$ cat src/rtl/fifo_rd_drain.sv
// Read-side drain engine: pops a programmed number of words from a FIFO with one-cycle read
// latency and presents them on a valid/ready stream through a 3-entry skid buffer.
module fifo_rd_drain #(
    parameter int unsigned FIFO_WIDTH = 16,
    parameter int unsigned FIFO_DEPTH = 8
) (
    input  logic                  clk,
    input  logic                  rst,
    input  logic                  start,
    input  logic [7:0]            burst_len,
    input  logic                  abort,
    input  logic                  fifo_empty,
    input  logic                  fifo_underflow,
    input  logic [FIFO_WIDTH-1:0] fifo_data_out,
    output logic                  fifo_rd_en,
    output logic [FIFO_WIDTH-1:0] m_data,
    output logic                  m_valid,
    input  logic                  m_ready,
    output logic                  busy,
    output logic                  done,
    output logic [7:0]            words_read,
    output logic                  err_underflow
);

    localparam logic [1:0] StIdle  = 2'd0;
    localparam logic [1:0] StRun   = 2'd1;
    localparam logic [1:0] StFlush = 2'd2;
    localparam logic [1:0] StDone  = 2'd3;

    logic [1:0]            state_q, state_d;
    logic [7:0]            issue_left_q, issue_left_d;
    logic                  inflight_q, inflight_d;
    logic [FIFO_WIDTH-1:0] buf_q [3];
    logic [FIFO_WIDTH-1:0] buf_d [3];
    logic [1:0]            buf_cnt_q, buf_cnt_d;
    logic [7:0]            words_read_q, words_read_d;
    logic                  err_q, err_d;

    logic       start_acc;
    logic       push;
    logic       pop;
    logic       retry;
    logic [2:0] occupancy;
    logic [1:0] wr_idx;

    always_comb begin
        start_acc  = (state_q == StIdle) && start;
        occupancy  = {1'b0, buf_cnt_q} + {2'b00, inflight_q};
        fifo_rd_en = (state_q == StRun) && (issue_left_q != 8'd0) && !fifo_empty && !abort
                     && (occupancy < 3'd3);
        m_valid    = (buf_cnt_q != 2'd0);
        m_data     = buf_q[0];
        pop        = m_valid && m_ready;
        push       = inflight_q && !fifo_underflow;
        // A lost read is only re-issued while still running; after abort it is simply dropped.
        retry      = inflight_q && fifo_underflow && (state_q == StRun);
        busy       = (state_q == StRun) || (state_q == StFlush);
        done       = (state_q == StDone);
        words_read    = words_read_q;
        err_underflow = err_q;
    end

    always_comb begin
        inflight_d = fifo_rd_en;

        if (start_acc) begin
            issue_left_d = burst_len;
        end else begin
            issue_left_d = issue_left_q - {7'd0, fifo_rd_en} + {7'd0, retry};
        end

        buf_d = buf_q;
        if (pop) begin
            buf_d[0] = buf_q[1];
            buf_d[1] = buf_q[2];
        end
        wr_idx = buf_cnt_q - {1'b0, pop};
        if (push) begin
            buf_d[wr_idx] = fifo_data_out;
        end
        buf_cnt_d = buf_cnt_q + {1'b0, push} - {1'b0, pop};

        if (start_acc) begin
            words_read_d = 8'd0;
        end else if (pop && (words_read_q != 8'hff)) begin
            words_read_d = words_read_q + 8'd1;
        end else begin
            words_read_d = words_read_q;
        end

        err_d = start_acc ? 1'b0 : (err_q || (inflight_q && fifo_underflow));

        state_d = state_q;
        case (state_q)
            StIdle: begin
                if (start) begin
                    state_d = (burst_len != 8'd0) ? StRun : StDone;
                end
            end
            // Hold RUN while the last read is in flight so an underflow on it can still retry.
            StRun: begin
                if (abort || ((issue_left_q == 8'd0) && !inflight_q)) begin
                    state_d = StFlush;
                end
            end
            StFlush: begin
                if (!inflight_q && (buf_cnt_d == 2'd0)) begin
                    state_d = StDone;
                end
            end
            default: state_d = StIdle;
        endcase
    end

    always_ff @(posedge clk) begin
        if (rst) begin
            state_q      <= StIdle;
            issue_left_q <= 8'd0;
            inflight_q   <= 1'b0;
            buf_q[0]     <= '0;
            buf_q[1]     <= '0;
            buf_q[2]     <= '0;
            buf_cnt_q    <= 2'd0;
            words_read_q <= 8'd0;
            err_q        <= 1'b0;
        end else begin
            state_q      <= state_d;
            issue_left_q <= issue_left_d;
            inflight_q   <= inflight_d;
            buf_q        <= buf_d;
            buf_cnt_q    <= buf_cnt_d;
            words_read_q <= words_read_d;
            err_q        <= err_d;
            assert ((occupancy <= 3'd3) && (FIFO_DEPTH != 0));
        end
    end

endmodule

$ cat config.mk
export PLATFORM = sky130hd
export DESIGN_NAME = fifo_rd_drain
export DESIGN_NICKNAME = d
export VERILOG_FILES = /design/src/rtl/fifo_rd_drain.sv
export SDC_FILE = /design/constraint.sdc
export NUM_CORES = 1
export LEC_CHECK = 0
export CAP_MARGIN = 20
export CORE_ASPECT_RATIO = 1.1
export CORE_MARGIN = 2
export CORE_UTILIZATION = 53
export DETAILED_ROUTE_END_ITERATION = 8
export GPL_ROUTABILITY_DRIVEN = 0
export PLACE_DENSITY = 0.79
export SLEW_MARGIN = 30
export SYNTH_ARGS = -nofsm -noshare
export SYNTH_HDL_FRONTEND = slang
export SYNTH_SLANG_ARGS = --single-unit
$ cat constraint.sdc
create_clock -name clk -period 3.93 [get_ports clk]
set_input_delay 0.393 -clock clk [delete_from_list [all_inputs] [get_ports clk]]
set_output_delay 0.393 -clock clk [all_outputs]
set_load 0.02 [all_outputs]
==> results_dict.tcl <==
set metrics [dict create \
    nets 511 \
    max_slew_margin_pct 38.96 \
    cts_made_buffers 9 \
    cts.sinks 70 \
    nFillCells 571 \
    async_flop_share_pct 0 \
    syn2layout_area_growth_pct 19.87 \
    avgViaCountPerCell 5.758 \
    rsz0062_at_grt "no" \
    fin_tns_setup_ns 0 \
    min_path_type "in -> reg" \
    route.detailed.drc 0 \
    avgSynthCellArea_um2 8.456 \
    num_rows 31 \
    synthTopCellsByArea "dfxtp_1, a311oi_1, nand2_1" \
    synthTopCellsByCount "nand2_1, dfxtp_1, nor2_1, a311oi_1, ha_1" \
    synthXorXnorAreaFrac_pct 1.876 \
    synth_most_common_cell "nand2_1" \
    synthesis.instances 426 \
    grt_max_degree 63 \
    postCtsHoldBufs 0 \
    powerDensity_nw_per_um2 522.1 \
    critPathKind "reg -> reg" \
    vias 3138 \
    slew_violations 0 \
    muxShareOfSynthArea_pct 4.724 \
    clk_path_buf_depth 2 \
    finalSetupViolations 0 \
    dr.pass1.iters 4 \
    yosys_register_bits 70 \
    die_area_um2 7473 \
    period_minus_slack_ns 3.569 \
    worst_pin_slew_ns 0.8925 \
    syn_area_um2 3602 \
    synthAdderAreaFrac_pct 7.850 \
    period_share_pct 90.81 \
    cts_root_buffer "clkbuf_8" \
    syn-num-nets 479 \
    ant_nets 0 \
    synth_top_area_share_pct 38.90 \
    post-route-util_pct 65.48 \
    first_global_vias 3047 \
    ff_latch_area_um2 1401 \
    insertion_delay_ns 0.36 \
    antenna_found_initial 0 \
    crit_fanout 4 \
    h-tree-depth 3 \
    io_buffers 59 \
    timing.hold.ws_ns 0.4525 \
    yosys_warnings 0 \
    power.leakage_nw 1.531 \
    outcome "finished clean" \
    ir_drop_mv 0.4637 \
    initial_core_util_pct 54.63 \
    grt_pass1_wl_um 13430 \
    io_pins 60 \
    drt-initial-drc-count 119 \
    die_y_um 90.47 \
    yosys.area_share.simple_pct 20.60 \
    yosys_most_used_dff "dfxtp_1" \
    maxCapViolations 0 \
    synth_sequential_area_ratio_pct 38.90 \
    arrival_ns 3.83 \
    timing.fmax_ghz 0.2802 \
    yosysUniqueCellTypes 51 \
    synth_compound_area_share_pct 17.40 \
    grt_usage_pct 22.89 \
    cts-resized-gates 0 \
    cts_tree "yes" \
    multi_input_area_um2 1906 \
    hpwl_um 5315 \
    overflow 0 \
    fin_ws_ns 0.3610 \
    post_cts_buffers 0 \
    wl_um 7894 \
    die_x_um 82.61 \
    endpoint_kind "register" \
    fin_skew_ns 0.01507 \
    synth.largest_area_cell "dfxtp_1" \
    fp.coreArea_um2 6594 \
    final-hold-violation-count 0 \
    synth_edf_count 0 \
    cp-start-kind "register" \
    drive_gt1_share_pct 6.479 \
    dp_slack_ns 0.3109 \
    antenna_cells 0 \
    synth_top_family_by_area "simple AND/OR/NAND/NOR gates" \
    clk_pin_slew_ns 0.09 \
    wl_per_cell_um 14.48 \
    cp.required_ns 4.19 \
]
## cells by family (layout without fill, tap and decap cells)
logic type	count (synthesis)	in the layout
AOI/OAI and AO/OA	75	75
xor gates and xnor gates	6	6
adders and majority gates	22	22
buffers and inverters	64	101
DFF	70	70
muxes	17	17
and+or+nand+nor	172	172
## metal layers
layer	track usage (%)	vias to the layer above	share of wire (%)
met2	36.90	83	47
met3	5.600	18	4.9
met4	10.11	0	2.3
li1	-	1547	-
met1	28.47	1490	45
met5	0	-	0
## power by group
part / switching, mW / leakage (nW) / internal [mW]
Clock: 0.322 / 0.0927 / 0.242
Sequential: 0.0512 / 0.566 / 0.773
Combinational: 0.488 / 0.872 / 0.377
## final cells by class
type | instances | area share, %
multi-input combinational | 292 | 44.13
sequential | 70 | 32.45
timing repair buffer | 64 | 14.89
clock buffer | 9 | 2.869
tap | 82 | 2.376
inverter | 21 | 1.826
clock inverter | 7 | 1.449
## critical path: stages (launching register included)
cell	delay [ns]
dfxtp_1	0.34
inv_1	0.12
ha_1	0.18
nor2b_1	0.16
o21ai_1	0.15
a2111oi_0	0.78
ha_1	0.36
inv_1	0.05
ha_1	0.15
inv_1	0.05
fa_1	0.37
nand2b_1	0.17
a21oi_1	0.29
nor3_1	0.08
o31ai_1	0.22
## cell usage in the layout (no fill, tap or decap), drive strengths merged, types with 3 or more instances in the layout
master / netlist / final
nand2b: 5 / 5
o41ai: 3 / 3
nor2: 64 / 64
xnor2: 4 / 4
dfxtp: 70 / 70
clkbuf: 17 / 9
a311oi: 35 / 35
nor3: 3 / 3
clkinv: 1 / 3
a211oi: 4 / 4
mux2i: 17 / 17
and2: 4 / 4
buf: 26 / 6
clkdlybuf4s50: 0 / 58
inv: 20 / 24
nand3: 9 / 9
ha: 21 / 21
a21oi: 10 / 10
nand2: 72 / 72
o21ai: 3 / 3
## worst paths after layout
path / slack (ns) / depth (start not counted) / end / from
max: 0.36 / 14 / issue_left_q[4] / state_q[1]
min: 0.45 / 3 / buf_cnt_q[1] / rst
max reg2reg: 0.36 / 14 / issue_left_q[4] / state_q[1]
min reg2reg: 0.47 / 2 / buf_q[28] / register
## stage by stage
stage               instances  area (um2)  power (mW)
finish                    545        4318       2.254
global route              545        4318       2.412
CTS                       545        4318       2.263
detailed placement        529        4131       1.704
global placement          528        4104       1.661
floorplan                 426        3602       1.454
Note: power is estimated with default switching activity, not from simulation.
